===== src/rtl/div_pkg.sv =====
// Shared types for the sequential signed divider.
// Holds the controller state encoding and default widths.
package div_pkg;

  localparam int DIV_WIDTH = 6;
  localparam int DIV_CNT_W = $clog2(DIV_WIDTH);

  typedef enum logic [2:0] {
    IDLE = 3'd0,
    LOAD = 3'd1,
    ITER = 3'd2,
    FIX  = 3'd3,
    DONE = 3'd4
  } div_state_t;

endpackage


===== src/rtl/div_step.sv =====
// One non-restoring division step (combinational).
// Ports: p/ay/q_msb in; p_next and quotient bit q_bit out.
module div_step
  import div_pkg::*;
#(
  parameter int WIDTH = DIV_WIDTH
) (
  input  logic [WIDTH+1:0] p,
  input  logic [WIDTH:0]   ay,
  input  logic             q_msb,
  output logic [WIDTH+1:0] p_next,
  output logic             q_bit
);

  logic [WIDTH+1:0] p_sh;
  logic [WIDTH+1:0] d;

  always_comb begin
    p_sh   = {p[WIDTH:0], q_msb};
    d      = {1'b0, ay};
    // sign of P decides subtract or add back
    p_next = p[WIDTH+1] ? p_sh + d : p_sh - d;
    q_bit  = ~p_next[WIDTH+1];
  end

endmodule


===== src/rtl/booth_divider.sv =====
// Sequential signed divider, one non-restoring step per cycle.
// Ports: clk, rst_n, start, X, Y in; busy, done, w={q,r}, dbz, ovf out.
module booth_divider
  import div_pkg::*;
#(
  parameter int WIDTH = DIV_WIDTH
) (
  input  logic               clk,
  input  logic               rst_n,
  input  logic               start,
  input  logic [WIDTH-1:0]   X,
  input  logic [WIDTH-1:0]   Y,
  output logic               busy,
  output logic               done,
  output logic [2*WIDTH-1:0] w,
  output logic               dbz,
  output logic               ovf
);

  localparam int CW = (WIDTH > 1) ? $clog2(WIDTH) : 1;
  localparam logic [CW-1:0] LAST = CW'(WIDTH - 1);
  localparam logic [WIDTH-1:0] MINV =
    {1'b1, {(WIDTH-1){1'b0}}};

  div_state_t state;

  logic [WIDTH-1:0] xr;
  logic [WIDTH-1:0] yr;
  logic [WIDTH-1:0] qr;
  logic [WIDTH:0]   ay;
  logic [WIDTH+1:0] p;
  logic [WIDTH+1:0] p_nx;
  logic [CW-1:0]    cnt;
  logic             sign_q;
  logic             sign_r;
  logic             q_bit;

  logic [WIDTH-1:0] x_mag;
  logic [WIDTH-1:0] y_mag;
  logic [WIDTH+1:0] r_mag;
  logic [WIDTH+1:0] r_neg;
  logic [WIDTH-1:0] q_fix;
  logic [WIDTH-1:0] r_fix;
  logic             dbz_c;
  logic             ovf_c;

  div_step #(
    .WIDTH(WIDTH)
  ) u_step (
    .p     (p),
    .ay    (ay),
    .q_msb (qr[WIDTH-1]),
    .p_next(p_nx),
    .q_bit (q_bit)
  );

  // |most negative| still fits as an unsigned WIDTH-bit value
  always_comb begin
    x_mag = xr[WIDTH-1] ? -xr : xr;
    y_mag = yr[WIDTH-1] ? -yr : yr;
    r_mag = p[WIDTH+1] ? p + {1'b0, ay} : p;
    r_neg = -r_mag;
    q_fix = sign_q ? -qr : qr;
    r_fix = sign_r ? r_neg[WIDTH-1:0]
                   : r_mag[WIDTH-1:0];
    dbz_c = (yr == '0);
    ovf_c = (xr == MINV) && (&yr);
  end

  always_ff @(posedge clk or negedge rst_n) begin
    if (!rst_n) begin
      state  <= IDLE;
      busy   <= 1'b0;
      done   <= 1'b0;
      w      <= '0;
      dbz    <= 1'b0;
      ovf    <= 1'b0;
      xr     <= '0;
      yr     <= '0;
      qr     <= '0;
      ay     <= '0;
      p      <= '0;
      cnt    <= '0;
      sign_q <= 1'b0;
      sign_r <= 1'b0;
    end else begin
      done <= 1'b0;
      unique case (state)
        IDLE, DONE: begin
          if (start) begin
            xr    <= X;
            yr    <= Y;
            busy  <= 1'b1;
            state <= LOAD;
          end else begin
            state <= IDLE;
          end
        end
        LOAD: begin
          ay     <= {1'b0, y_mag};
          qr     <= x_mag;
          sign_q <= xr[WIDTH-1] ^ yr[WIDTH-1];
          sign_r <= xr[WIDTH-1];
          p      <= '0;
          cnt    <= '0;
          state  <= ITER;
        end
        ITER: begin
          p   <= p_nx;
          qr  <= {qr[WIDTH-2:0], q_bit};
          cnt <= cnt + CW'(1);
          if (cnt == LAST) state <= FIX;
        end
        FIX: begin
          if (dbz_c) begin
            w   <= {{WIDTH{1'b1}}, xr};
            dbz <= 1'b1;
            ovf <= 1'b0;
          end else if (ovf_c) begin
            w   <= {MINV, {WIDTH{1'b0}}};
            dbz <= 1'b0;
            ovf <= 1'b1;
          end else begin
            w   <= {q_fix, r_fix};
            dbz <= 1'b0;
            ovf <= 1'b0;
          end
          busy  <= 1'b0;
          done  <= 1'b1;
          state <= DONE;
        end
        default: begin
          busy  <= 1'b0;
          state <= IDLE;
        end
      endcase
    end
  end

endmodule


===== config.mk =====
export PLATFORM = sky130hd
export DESIGN_NAME = booth_divider
export DESIGN_NICKNAME = d
export VERILOG_FILES = /design/src/rtl/div_pkg.sv /design/src/rtl/div_step.sv /design/src/rtl/booth_divider.sv
export SDC_FILE = /design/constraint.sdc
export NUM_CORES = 1
export LEC_CHECK = 0
export ABC_AREA = 1
export CORE_MARGIN = 10
export CORE_UTILIZATION = 40
export CTS_CLUSTER_SIZE = 30
export DETAILED_ROUTE_END_ITERATION = 6
export SLEW_MARGIN = 30
export SYNTH_ARGS = -nofsm -noshare
export SYNTH_HDL_FRONTEND = slang
export SYNTH_HIERARCHICAL = 1
export SYNTH_SLANG_ARGS = --single-unit

===== constraint.sdc =====
create_clock -name clk -period 5.75 [get_ports clk]
set_input_delay 0.8625 -clock clk [delete_from_list [all_inputs] [get_ports clk]]
set_output_delay 0.8625 -clock clk [all_outputs]
set_load 0.01 [all_outputs]

==> results.md <==
- Status: completed
- Worst-Margin Slew: 0.863 ns
- FMAX: 0.386 GHz
- Vias per Instance: 5.08
- Placed cells: 554
- Routed WL: 7.77 mm
- Endpoints failing hold: 0
- Flops & latches, synth: 56
- Top FF cell, synth: dfrtp_1
- CTS tree: done
- Slowest CP cell: nor3_2
- Synth Cell Area: 3460 um^2
- Num CTS Buffers: 5
- Adder-Cell Fraction of Synth Area: 8.38%
- Routed WL per cell: 13.9 um
- XOR/XNOR Fraction of Synth Area: 4.30%
- CTS HTree Levels: 2
- Async S/R FF share, synth: 100%
- DRC Markers: 0
- Final nets: 493
- Die ar.: 12800 um^2
- Final setup fails: 0
- First-pass GRT wire length: 13.4 mm
- IO buf count: 30
- Diode count: 0
- Crit end category: register
- CTS root buffer: clkbuf_8
- Synth unique cells: 41
- Antenna violations before repair: 0
- Area share of the leading cell type in the synthesized netlist: 40.5%
- Final hold slack: 0.487 ns
- Post-CTS setup buffer count: 0
- HPWL Detailed: 6.22 mm
- Commonest cells in the netlist: 86 x nand2_1, 56 x dfrtp_1, 47 x inv_1
- Worst Path Buf+Inv: 2
- Met1 WL: 3.71 mm
- Initial DRC Count: 120
- Height of the die: 113 um
- Power density cells: 644 nW/um^2
- Uppermost layer routed: met4
- Share of cells above drive strength 1: 10.3%
- Met3 wire len: 406 um
- Worst vdd ir: 195 uV
- Worst min path class: reg2reg
- Synth Area per Inst: 8.11 um^2
- Die X: 113 um
- Main combinational cell family by area after synthesis: simple AND/OR/NAND/NOR gates
- Via count: 2844
- Starting density of the core: 41.5%
- Clk sinks: 56
- RePlAce Congestion: 0.834
- Sequential share of the synthesized area: 40.5%
- Slew Limit Fails: 0
- Synth Warn #: 6
- Worst-skew pair later-pin latency: 0.31 ns
- Core Box Area: 8340 um^2
- Clock buffer depth: 2
- CP Class: reg2reg
- # rows: 33
- Startpoint types: register
- Critical path data arrival time: 2.79 ns
- Static Leak: 1.94 nW
- Crit Path Max Fanout: 21
- Cell accounting for the most synthesized area: dfrtp_1
- Worst path cell trace: nor3_2, inv_2, nand2_1, inv_1, a32o_1
- Post-CTS Hold Fix Bufs: 0
- Mux cell area share after synthesis: 0.325%
- Worst path required time: 5.95 ns
- Synthesized-area fraction occupied by and/or/nand/nor cells: 23.1%
- I/O Pins: 31
- Dpl cell area: 3860 um^2
- Count leader, synth: nand2_1
- Min Tclk post-route: 2.59 ns
- RSZ-0062 raised after global routing: false
- Clock Pin Slew Worst Setup and Hold Paths: 0.10 ns
- Syn-to-layout area delta: 14.2%
- Largest net degree at the start of global routing: 57
- Synth top area cells: dfrtp_1 40%, nand2_1 9.3%, ha_1 7.2%
- Worst path top cell family by delay: simple AND/OR/NAND/NOR gates
- Cell count after synthesis: 427
- Routed wl met2: 3.59 mm
- Final design utilization: 47.4%
- Routed Antenna Nets: 0
- Cell area after layout: 3960 um^2
- Share of the clock period used by the worst path: 45.1%
- First-pass DRT Iterations: 4
- Vias in the first global route: 2749
- Gr ovfl total: 0
- CTS resizes: 0
- Slew margin rel.: 42.1%
- Max_cap viols: 0
- Slowest cell delay on critical path: 0.73 ns
- Number of synthesized flops with an enable pin: 0
- Fin Setup TNS: 0 ns
- Clock Skews: 0.00740 ns
- Synth Area in Compound Gates: 15.8%
- Post-route insts no fill: 560
- GRT Overall Usage: 12.3%
## state kept, by name, summed over array words and instances, names as in the netlist
register,flops
w,12
p,8
ay,6
qr,6
xr,6
yr,6
cnt,3
state,3
busy,1
dbz,1
done,1
ovf,1
sign_q,1
sign_r,1
## area by class of cell
class	instances	area (um^2)
inverter	58	218
fill	835	4390
timing repair buffer	31	303
multi-input combinational	304	1800
clock inverter	1	30.0
sequential	56	1400
clock buffer	5	68.8
tap	105	131
## path summary, 6_finish.rpt
path / startpoint / to / slack, ns / depth (start not counted)
max: state[2] / cnt[2] / 3.16 / 5
min: dbz / dbz / 0.49 / 2
min in group asynchronous: rst_n / w[8] / 0.67 / 2
max reg2reg: state[2] / cnt[2] / 3.16 / 5
max in group asynchronous: rst_n / qr[5] / 4.59 / 2
min reg2reg: dbz / dbz / 0.49 / 2
## per-layer routing
layer  vias to the layer above  track usage, %
met3                         7            2.48
met4                         0            2.79
met1                      1313            16.3
li1                       1465               -
met2                        59            20.2
met5                         -               0
## cell families after synthesis
kind of cell	count (synthesis)
compound gates	93
other cells	1
buf+inv	68
fa+ha+maj	22
simple gates	169
flops	56
xor+xnor	17
mux	1
## where the power goes
part / total [W] / leakage, nW / switching (W) / internal [W]
Combinational: 0.00155 / 1.21 / 0.000936 / 0.000613
Sequential: 0.000751 / 0.681 / 0.000173 / 0.000578
Clock: 0.000249 / 0.0501 / 0.000123 / 0.000125
## worst reg2reg max path, cell delays in order (launching register included)
cell	delay, ns
dfrtp_1	0.47
nor3_2	0.73
inv_2	0.27
nand2_1	0.57
inv_1	0.20
a32o_1	0.25
## metrics by stage
stage / worst slack, ns / total power, W
floorplan: 3.65 / 0.00190
CTS: 3.10 / 0.00257
global placement: 3.18 / 0.00228
global route: 2.91 / 0.00282
finish: 3.16 / 0.00255
detailed placement: 3.10 / 0.00232
## cells in the final DEF (no fill, tap or decap), types with 4 or more instances in the layout
cell,instances
nand2_1,86
dfrtp_1,56
inv_1,47
o21ai_0,29
clkdlybuf4s50_1,29
nand3_1,27
nor2_1,27
a21oi_1,25
ha_1,20
xor2_1,16
o21ai_1,12
inv_2,11
nand2_2,11
nor3_1,5
o221ai_1,5
clkbuf_8,5
o211ai_1,4
Power figures use the tool's default switching activity.
